$ cat config.mk
export PLATFORM = sky130hd
export DESIGN_NAME = injector_pulse_gen
export DESIGN_NICKNAME = d
export VERILOG_FILES = /design/src/rtl/injector_pulse_gen.sv
export SDC_FILE = /design/constraint.sdc
export NUM_CORES = 1
export LEC_CHECK = 0
export BUFFER_PORTS_ARGS = -buffer_cell sky130_fd_sc_hd__buf_2
export CAP_MARGIN = 20
export CORE_MARGIN = 5
export CORE_UTILIZATION = 62
export CTS_CLUSTER_SIZE = 16
export DETAILED_ROUTE_END_ITERATION = 16
export PLACE_DENSITY_LB_ADDON = 0.12
export SYNTH_ARGS = -nofsm -noshare
export SYNTH_HDL_FRONTEND = slang
export SYNTH_SLANG_ARGS = --single-unit
$ cat constraint.sdc
create_clock -name clk -period 3.1 [get_ports clk]
set_input_delay 0.465 -clock clk [delete_from_list [all_inputs] [get_ports clk]]
set_output_delay 0.465 -clock clk [all_outputs]
set_load 0.02 [all_outputs]
$ cat src/rtl/injector_pulse_gen.sv
`default_nettype none
// ============================================================================
//  Module      : injector_pulse_gen
//  Description : Per-cylinder injector drive with programmable open time,
//                enforced dead time, and truncated/missed reporting.
//  Revision    : 1.0 - initial release
// ============================================================================

`ifndef CFG_CYLINDERS
`define CFG_CYLINDERS 4
`endif

module injector_pulse_gen #(
    parameter int CYLINDERS = `CFG_CYLINDERS,
    parameter int PW_WIDTH  = 20,
    parameter int DEAD_TIME = 250
) (
    input  logic                 clk,
    input  logic                 reset_n,
    input  logic                 on,
    input  logic [CYLINDERS-1:0] allow_injection,
    input  logic [CYLINDERS-1:0] fic_on,
    input  logic [PW_WIDTH-1:0]  pulse_width,
    output logic [CYLINDERS-1:0] injector,
    output logic [CYLINDERS-1:0] busy,
    output logic [CYLINDERS-1:0] truncated,
    output logic [CYLINDERS-1:0] missed
);

    localparam int                 c_REC_W    = $clog2(DEAD_TIME + 1);
    localparam logic [c_REC_W-1:0] c_REC_LOAD = c_REC_W'(DEAD_TIME - 1);

    localparam logic [1:0] c_ST_IDLE    = 2'd0;
    localparam logic [1:0] c_ST_OPEN    = 2'd1;
    localparam logic [1:0] c_ST_RECOVER = 2'd2;

    // Resetting to ones suppresses a window that is already open at reset release.
    logic [CYLINDERS-1:0] r_allow_prev;
    logic [CYLINDERS-1:0] w_start_req;
    logic                 w_pw_nonzero;
    logic [PW_WIDTH-1:0]  w_pw_load;

    always_ff @(posedge clk or negedge reset_n) begin
        if (!reset_n) begin
            r_allow_prev <= '1;
        end else begin
            r_allow_prev <= allow_injection;
        end
    end

    assign w_start_req  = allow_injection & ~r_allow_prev;
    assign w_pw_nonzero = |pulse_width;
    assign w_pw_load    = pulse_width - PW_WIDTH'(1);

    for (genvar gi = 0; gi < CYLINDERS; gi++) begin : g_channel
        logic [1:0]          r_state;
        logic [1:0]          w_state_nxt;
        logic [PW_WIDTH-1:0] r_pw_cnt;
        logic [PW_WIDTH-1:0] w_pw_cnt_nxt;
        logic [c_REC_W-1:0]  r_rec_cnt;
        logic [c_REC_W-1:0]  w_rec_cnt_nxt;
        logic                r_inj;
        logic                w_inj_nxt;
        logic                r_trunc;
        logic                w_trunc_nxt;
        logic                r_miss;
        logic                w_miss_nxt;
        logic                w_can_start;

        always_comb begin
            w_state_nxt   = r_state;
            w_pw_cnt_nxt  = r_pw_cnt;
            w_rec_cnt_nxt = r_rec_cnt;
            w_inj_nxt     = r_inj;
            w_trunc_nxt   = 1'b0;
            w_miss_nxt    = 1'b0;
            w_can_start   = 1'b0;

            if (!on) begin
                w_state_nxt   = c_ST_IDLE;
                w_inj_nxt     = 1'b0;
                w_pw_cnt_nxt  = '0;
                w_rec_cnt_nxt = '0;
            end else begin
                case (r_state)
                    c_ST_IDLE: begin
                        w_can_start = 1'b1;
                    end
                    c_ST_OPEN: begin
                        // Natural completion takes priority over a same-cycle abort.
                        if (r_pw_cnt == '0) begin
                            w_inj_nxt     = 1'b0;
                            w_rec_cnt_nxt = c_REC_LOAD;
                            w_state_nxt   = c_ST_RECOVER;
                        end else if (!allow_injection[gi] || !fic_on[gi]) begin
                            w_inj_nxt     = 1'b0;
                            w_trunc_nxt   = 1'b1;
                            w_rec_cnt_nxt = c_REC_LOAD;
                            w_state_nxt   = c_ST_RECOVER;
                        end else begin
                            w_pw_cnt_nxt = r_pw_cnt - PW_WIDTH'(1);
                        end
                    end
                    c_ST_RECOVER: begin
                        // Last dead-time cycle behaves like IDLE so a restart lands exactly on time.
                        if (r_rec_cnt == '0) begin
                            w_state_nxt = c_ST_IDLE;
                            w_can_start = 1'b1;
                        end else begin
                            w_rec_cnt_nxt = r_rec_cnt - c_REC_W'(1);
                            w_miss_nxt    = w_start_req[gi];
                        end
                    end
                    default: begin
                        w_state_nxt = c_ST_IDLE;
                        w_inj_nxt   = 1'b0;
                    end
                endcase

                if (w_can_start && w_start_req[gi] && fic_on[gi]) begin
                    if (w_pw_nonzero) begin
                        w_state_nxt  = c_ST_OPEN;
                        w_inj_nxt    = 1'b1;
                        w_pw_cnt_nxt = w_pw_load;
                    end else begin
                        w_miss_nxt = 1'b1;
                    end
                end
            end
        end

        always_ff @(posedge clk or negedge reset_n) begin
            if (!reset_n) begin
                r_state   <= c_ST_IDLE;
                r_pw_cnt  <= '0;
                r_rec_cnt <= '0;
                r_inj     <= 1'b0;
                r_trunc   <= 1'b0;
                r_miss    <= 1'b0;
            end else begin
                r_state   <= w_state_nxt;
                r_pw_cnt  <= w_pw_cnt_nxt;
                r_rec_cnt <= w_rec_cnt_nxt;
                r_inj     <= w_inj_nxt;
                r_trunc   <= w_trunc_nxt;
                r_miss    <= w_miss_nxt;
            end
        end

        assign injector[gi]  = r_inj;
        assign busy[gi]      = (r_state != c_ST_IDLE);
        assign truncated[gi] = r_trunc;
        assign missed[gi]    = r_miss;
    end

endmodule

`default_nettype wire

==> run_results.csv, run 1 <==
group,metric,value,unit
route,wl_per_cell,20.2,um
clocking,numCtsBuffers,17,
logic_synthesis,ys_seq_elements,136,
clocking,clock_sinks,136,
layout,drive_gt1_frac,0.142,
flow_run,maxCapViolCount,0,
clocking,cts_hold_buf,0,
sta,setup-violations-final,0,
layout,area_delta_synth_final,12.4,%
sta,min_period,2740,ps
logic_synthesis,ys_types,77,
worst_setup_path,crit_type,"flop to flop",
global_routing,grt_usage,0.301,
global_routing,grt_pass1_vias,7518,
clocking,root_buffer,"clkbuf_16",
clocking,cts_tree,"yes",
route,num_vias,7789,
die,start_util,0.630,
clocking,insertion_delay,430,ps
logic_synthesis,synth.top_cell.area_share,0.398,
logic_synthesis,synth-async-reset-ratio,1.00,
place,routabilityCongestion,0.975,
die,dieHeight,126,um
global_routing,grt_util_met1,0.397,
die,io_pins,47,
layout,antennaDiodeCount,0,
sta,rsz0062_at_grt,"false",
worst_setup_path,worstSetupStartpointType,"flop",
worst_setup_path,worstPathRequired,3420,ps
worst_hold_path,hp-class,"primary input to asynchronous set/reset pin",
die,num_rows,42,
worst_setup_path,path_max_fanout,11,
worst_setup_path,worstPathArrival,3060,ps
sta,tightest_slew,952,ps
route,routed_wirelength,23.5,mm
logic_synthesis,synth.avg_cell_area,8.87,um^2
logic_synthesis,synth.area.top_cells,"dfrtp_1 40%, o21ai_0 4.3%, a21oi_1 4.2%",
logic_synthesis,synth.most_common_cell,"dfrtp_1",
sta,setup_tns,0,ps
route,drt_iter0_drc,1009,
run_status,status,"complete, no violations",
global_routing,grt_first_pass_wirelength,38.6,mm
power,p_per_area,518,mW/mm^2
logic_synthesis,syn_nets,980,
route,antenna_left,0,
global_routing,top_usage_layer,"met2",
route,vias_per_cell,6.67,
logic_synthesis,synth_edf_count,0,
power,ir_worst_vdd,428,uV
place,io_buffers,46,
route,drc_errors,0,
logic_synthesis,yosysWarningCount,0,
route,dr.pass1.iters,6,
sta,fin_crit_sh,0.884,
logic_synthesis,synth-main-ff-cell,"dfrtp_1",
die,die_w,126,um
logic_synthesis,netlist_instances,936,
logic_synthesis,seq_area_frac_synth,0.410,
layout,final_nets,1022,
die,core,0.0132,mm^2
clocking,path_clk_slew,60,ps
clocking,htreeDepth,4,
sta,timing.hold.ws,3.44,ps
sta,fin_skew,5.86,ps
sta,fmax,365,MHz
sta,maxSlewViolCount,0,
global_routing,use_met2,0.486,
logic_synthesis,synth_top_area_cell,"dfrtp_1",
global_routing,met3_usage,0.0648,
power,p_leak,4.06,nW
logic_synthesis,synth_commonest_cells,"132 x dfrtp_1, 88 x nor2_1, 72 x o21ai_0",
die,fp.dieArea,0.0158,mm^2
logic_synthesis,synthesis.area,0.00831,mm^2
global_routing,grt_max_degree,60,
global_routing,overflow,0,
global_routing,antenna_found_initial,0,
clocking,clk_path_buf_depth,2,
worst_setup_path,end_kind,"flop",
place,dp_hpwl,15.9,mm
sta,relSlewSlack,0.361,
sta,hold_violations,0,
## power breakdown
part	switching, mW	internal [mW]	leakage, nW	total (mW)
registers	0.102	1.87	1.85	1.97
logic	0.537	0.305	1.94	0.843
clock network	0.798	1.22	0.279	2.02
## kinds of logic (layout without fill, tap and decap cells)
family                   count (synthesis)  after routing  synth area share
AND/OR/NAND/NOR                        374            374             0.246
AO/OA/AOI/OAI                          267            267             0.209
flip-flops                             136            136             0.410
buffers and inverters                   78            133            0.0420
XOR/XNOR                                63             63            0.0664
adder cells (fa/ha/maj)                 13             13            0.0196
multiplexers                             5              5           0.00603
## through the flow
step,cell area (um^2),util,power [mW],worst slack (ps),cells
2_1_floorplan,8310,-,2.53,616,936
3_3_place_gp,8750,0.663,2.78,246,1135
3_5_place_dp,8750,0.663,2.81,34.1,1135
4_1_cts,9330,0.707,4.82,310,1167
5_1_grt,9330,0.708,5.03,148,1167
6_report,9330,0.708,4.84,359,1167
## registers in the layout, indices dropped and copies added, names as in the netlist
signal and flops:
g_channel.r_trunc 4, g_channel.r_miss 4, g_channel.r_state 8, g_channel.r_rec_cnt 32
r_allow_prev 4, g_channel.r_inj 4, g_channel.r_pw_cnt 80
## cells in the final DEF (no fill, tap or decap), types with 6 or more instances in the layout
master     netlist  layout
a211o_1          9       9
a211oi_1        27      27
a21oi_1         69      69
a221oi_1         8       8
a31oi_1          8       8
and2_1           6       6
and3_1          12      12
and4b_1          6       6
buf_2            3      45
buf_4           12      25
clkbuf_16        0      17
dfrtp_1        132     132
ha_1            13      13
inv_1           27      27
nand2_1         54      54
nand2b_1        12      12
nand3_1         27      27
nand4_1         14      14
nor2_1          88      87
nor2b_1         11      11
nor3_1          45      45
nor4_1          20      20
nor4b_1          7       7
o21ai_0         72      72
o221a_2          6       6
o22ai_1          9       9
o31ai_1          8       8
or2_2           11      11
or3_1           26      26
or4_1           12      12
xnor2_1         36      36
xor2_1          27      27
## worst max-delay path, stage by stage, from the launching register on
cell and delay [ps]:
dfrtp_1 380, inv_1 110, ha_1 200, or3b_2 510, o31ai_1 430, nand3_1 210, nor2_1 240, buf_4 230
nor2_1 60, a221oi_1 260
## layer usage
layer | wire, um | up-vias | share of wire
met5 | 0 | - | 0
met4 | 801 | 0 | 0.034
met3 | 1920 | 59 | 0.082
met2 | 11200 | 373 | 0.47
met1 | 9650 | 3772 | 0.41
li1 | - | 3585 | -
## worst paths after layout
kind | startpoint | to | cells after the start | slack (ps)
worst max-delay path | g_channel[3].r_rec_cnt[0] | g_channel[3].r_pw_cnt[7] | 9 | 360
worst min-delay path | reset_n | g_channel[0].r_miss | 1 | 3
worst max register to register | g_channel[3].r_rec_cnt[0] | g_channel[3].r_pw_cnt[7] | 9 | 360
worst min register to register | g_channel[1].r_pw_cnt[4] | g_channel[1].r_pw_cnt[4] | 1 | 500
max in group asynchronous | reset_n | r_allow_prev[2] | 2 | 2250
min in group clk | allow_injection[3] | r_allow_prev[3] | 1 | 150
## final cells by class
| class | instances | area [um^2] |
|---|---|---|
| multi-input cells | 722 | 4550 |
| fillers | 1039 | 3860 |
| clock buffers | 21 | 460 |
| repair buffers | 73 | 464 |
| clock inverters | 11 | 124 |
| well taps | 176 | 220 |
| inverters | 28 | 105 |
| flip-flops and latches | 136 | 3410 |
## what timing repair did
item | CTS | global route
setup endpoints to repair | 0 | 4
buffers inserted | 0 | 0
gates resized for setup | 0 | 1
Note: power is estimated with default switching activity, not from simulation.
==> inputs of run 2 (changes only) <==
--- a/config.mk
+++ b/config.mk
@@ -5,10 +5,11 @@
 export SDC_FILE = /design/constraint.sdc
 export NUM_CORES = 1
 export LEC_CHECK = 0
+export ABC_AREA = 1
 export BUFFER_PORTS_ARGS = -buffer_cell sky130_fd_sc_hd__buf_2
 export CAP_MARGIN = 20
 export CORE_MARGIN = 5
-export CORE_UTILIZATION = 62
+export CORE_UTILIZATION = 63
 export CTS_CLUSTER_SIZE = 16
 export DETAILED_ROUTE_END_ITERATION = 16
 export PLACE_DENSITY_LB_ADDON = 0.12
==> run 2 against run 1 <==
  * Largest power group unchanged
  * First-iteration DRC count rose by 4.9%
  * Sequential share of layout area fell by 4.7 points
  * Cell area is 15% higher
  * Sequential cell count is the same
==> run_results.csv, run 2 <==
group,metric,value,unit
layout,top_regs,"g_channel.r_pw_cnt (80), g_channel.r_rec_cnt (32), g_channel.r_state (8)",
layout,area_delta_synth_final,9.81,%
clocking,root_buffer,"clkbuf_16",
die,die_w,134,um
run_status,status,"complete, no violations",
place,pre_cts_ws,679,ps
sta,fin_skew,10.1,ps
logic_synthesis,synthSimpleGateAreaFrac,0.411,
worst_setup_path,worstPathArrival,2680,ps
logic_synthesis,synth-main-ff-cell,"dfrtp_1",
power,p_per_area,517,mW/mm^2
sta,worst_slack,763,ps
sta,hold_violations,0,
power,p_leak,5.66,nW
logic_synthesis,synth_top_area_cell,"dfrtp_1",
place,routabilityCongestion,0.986,
sta,fmax,428,MHz
die,core,0.0152,mm^2
power,ir_worst_vdd,344,uV
global_routing,antenna_found_initial,0,
layout,multiInputGateArea,0.00530,mm^2
logic_synthesis,synth_edf_count,0,
clocking,clk_path_buf_depth,2,
logic_synthesis,synth-compound-area-share,0.0808,
global_routing,top_usage_layer,"met2",
clocking,clock_sinks,136,
layout,final_util,0.705,
flow_run,maxCapViolCount,0,
clocking,numCtsBuffers,17,
sta,maxSlewViolCount,0,
die,fp.dieArea,0.0181,mm^2
logic_synthesis,synth_commonest_cells,"393 x nand2_1, 195 x inv_1, 184 x nor2_1",
logic_synthesis,synth_top_family_by_area,"simple AND/OR/NAND/NOR gates",
worst_setup_path,worstPathRequired,3440,ps
clocking,htreeDepth,4,
global_routing,grt_util_met1,0.417,
logic_synthesis,synthesis.area,0.00976,mm^2
worst_setup_path,worstSetupStartpointType,"flop",
logic_synthesis,netlist_instances,1458,
layout,antennaDiodeCount,0,
route,antenna_left,0,
clocking,cts_tree,"yes",
route,drt_iter0_drc,1058,
worst_hold_path,hp-class,"primary input to flop",
route,num_vias,9711,
sta,relSlewSlack,0.478,
die,num_rows,45,
logic_synthesis,synth.area.top_cells,"dfrtp_1 34%, nand2_1 15%, nand3_1 7.7%",
sta,fin_crit_sh,0.754,
global_routing,overflow,0,
layout,fill_cells,1295,
layout,largest_reg_flops,80,
global_routing,use_met2,0.510,
logic_synthesis,syn_nets,1502,
sta,setup_tns,0,ps
sta,setup-violations-final,0,
layout,instances_no_fill,1694,
logic_synthesis,synthAdderAreaFrac,0.0167,
place,dp_hpwl,19.7,mm
route,routed_wirelength,27.4,mm
route,vias_per_cell,5.73,
sta,tightest_slew,778,ps
layout,largest_register,"g_channel.r_pw_cnt",
global_routing,grt_max_degree,75,
logic_synthesis,ys_types,43,
logic_synthesis,synth.top_cell.area_share,0.339,
die,dieHeight,134,um
power,total_power,5.54,mW
global_routing,met3_usage,0.0514,
layout,ff_latch_area,0.00341,mm^2
layout,drive_gt1_frac,0.112,
layout,layout_commonest_cell,"nand2_1",
logic_synthesis,synth.avg_cell_area,6.69,um^2
logic_synthesis,synth_mux_area_frac,0,
logic_synthesis,seq_area_frac_synth,0.349,
logic_synthesis,yosys.area_share.xor_xnor,0.0350,
worst_setup_path,crit_type,"flop to flop",
route,dr.pass1.iters,6,
clocking,path_clk_slew,60,ps
logic_synthesis,yosysWarningCount,0,
global_routing,grt_pass1_vias,9166,
route,drc_errors,0,
clocking,insertion_delay,430,ps
layout,final_nets,1537,
place,dp.cells,1661,
die,io_pins,47,
worst_setup_path,end_kind,"flop",
die,start_util,0.642,
place,io_buffers,46,
global_routing,grt_usage,0.311,
sta,min_period,2340,ps
layout,layout_common_cells,"393 x nand2_1, 195 x inv_1, 184 x nor2_1",
worst_setup_path,path_max_fanout,16,
logic_synthesis,ys_seq_elements,136,
logic_synthesis,synth.most_common_cell,"nand2_1",
sta,rsz0062_at_grt,"false",
route,wl_per_cell,16.2,um
global_routing,grt_first_pass_wirelength,45.0,mm
logic_synthesis,synth-async-reset-ratio,1.00,
## run 2: cell types whose count changed after synthesis, sizes merged, moves of 15 or more
cell / before / now
nand2: 54 / 410
inv: 27 / 207
nand3: 27 / 160
nor2: 88 / 218
a21oi: 71 / 43
clkbuf: 33 / 5
nand4: 14 / 42
a211oi: 27 / 0
xnor2: 36 / 9
or3: 26 / 0
o21ai: 74 / 99
nor4: 20 / 2
nor3: 46 / 29
buf: 17 / 32
## run 2: metal layers
layer  vias up  wire length [um]
li1       4707                 -
met1      4545             11500
met2       403             13000
met3        56              2080
met4         0               757
met5         -                 0
## run 2: critical path: stages (launching register included)
cell	delay, ps
dfrtp_1	400
inv_1	80
ha_1	170
inv_1	50
nor2_2	110
nand2_1	120
nor2_1	130
nand2_1	130
a21oi_4	430
nand2_8	200
nor2_4	200
nand2_1	90
o21ai_1	130
## run 2: cell families after synthesis
kind of cell | after synthesis
buffers and inverters | 244
adders and majority gates | 13
and+or+nand+nor | 875
AOI/OAI and AO/OA | 151
DFF | 136
xor gates and xnor gates | 39
## run 2: area by class of cell
cell class	instances	share of cell area
Inverter	207	0.0728
Multi-Input combinational cell	1078	0.495
Tap cell	188	0.0220
Clock inverter	12	0.0208
Sequential cell	136	0.318
Clock buffer	20	0.0417
Timing Repair Buffer	53	0.0295
## run 2: what timing repair did
action,4_1_cts,5_1_grt
endpoints found under the hold margin,2,0
hold buffers,1,0
endpoints found under the setup margin,0,0
resized for setup,0,0
setup buffers,0,0
## run 2: stage by stage
| stage | cell area (um^2) | hold WS (ps) |
|---|---|---|
| 2_1_floorplan | 9760 | 169 |
| 6_report | 10700 | 144 |
| 3_3_place_gp | 10000 | 450 |
| 5_1_grt | 10700 | 141 |
| 3_5_place_dp | 10000 | 450 |
| 4_1_cts | 10700 | 138 |
## run 2: path summary, 6_finish.rpt
check | start | to | slack, ps | cells after the start
worst max-delay path | g_channel[2].r_rec_cnt[0] | g_channel[2].r_pw_cnt[11] | 760 | 12
worst min-delay path | allow_injection[3] | r_allow_prev[3] | 140 | 1
worst max register to register | g_channel[2].r_rec_cnt[0] | g_channel[2].r_pw_cnt[11] | 760 | 12
worst min register to register | g_channel[2].r_rec_cnt[7] | g_channel[2].r_rec_cnt[7] | 480 | 2
max in group asynchronous | reset_n | r_allow_prev[0] | 1760 | 3
min in group asynchronous | reset_n | g_channel[1].r_rec_cnt[7] | 560 | 2
## run 2: power breakdown
group          switching [mW]  total (mW)  internal, mW
logic                   0.843        1.20         0.355
registers               0.121        2.02          1.90
clock network           0.793        2.32          1.53
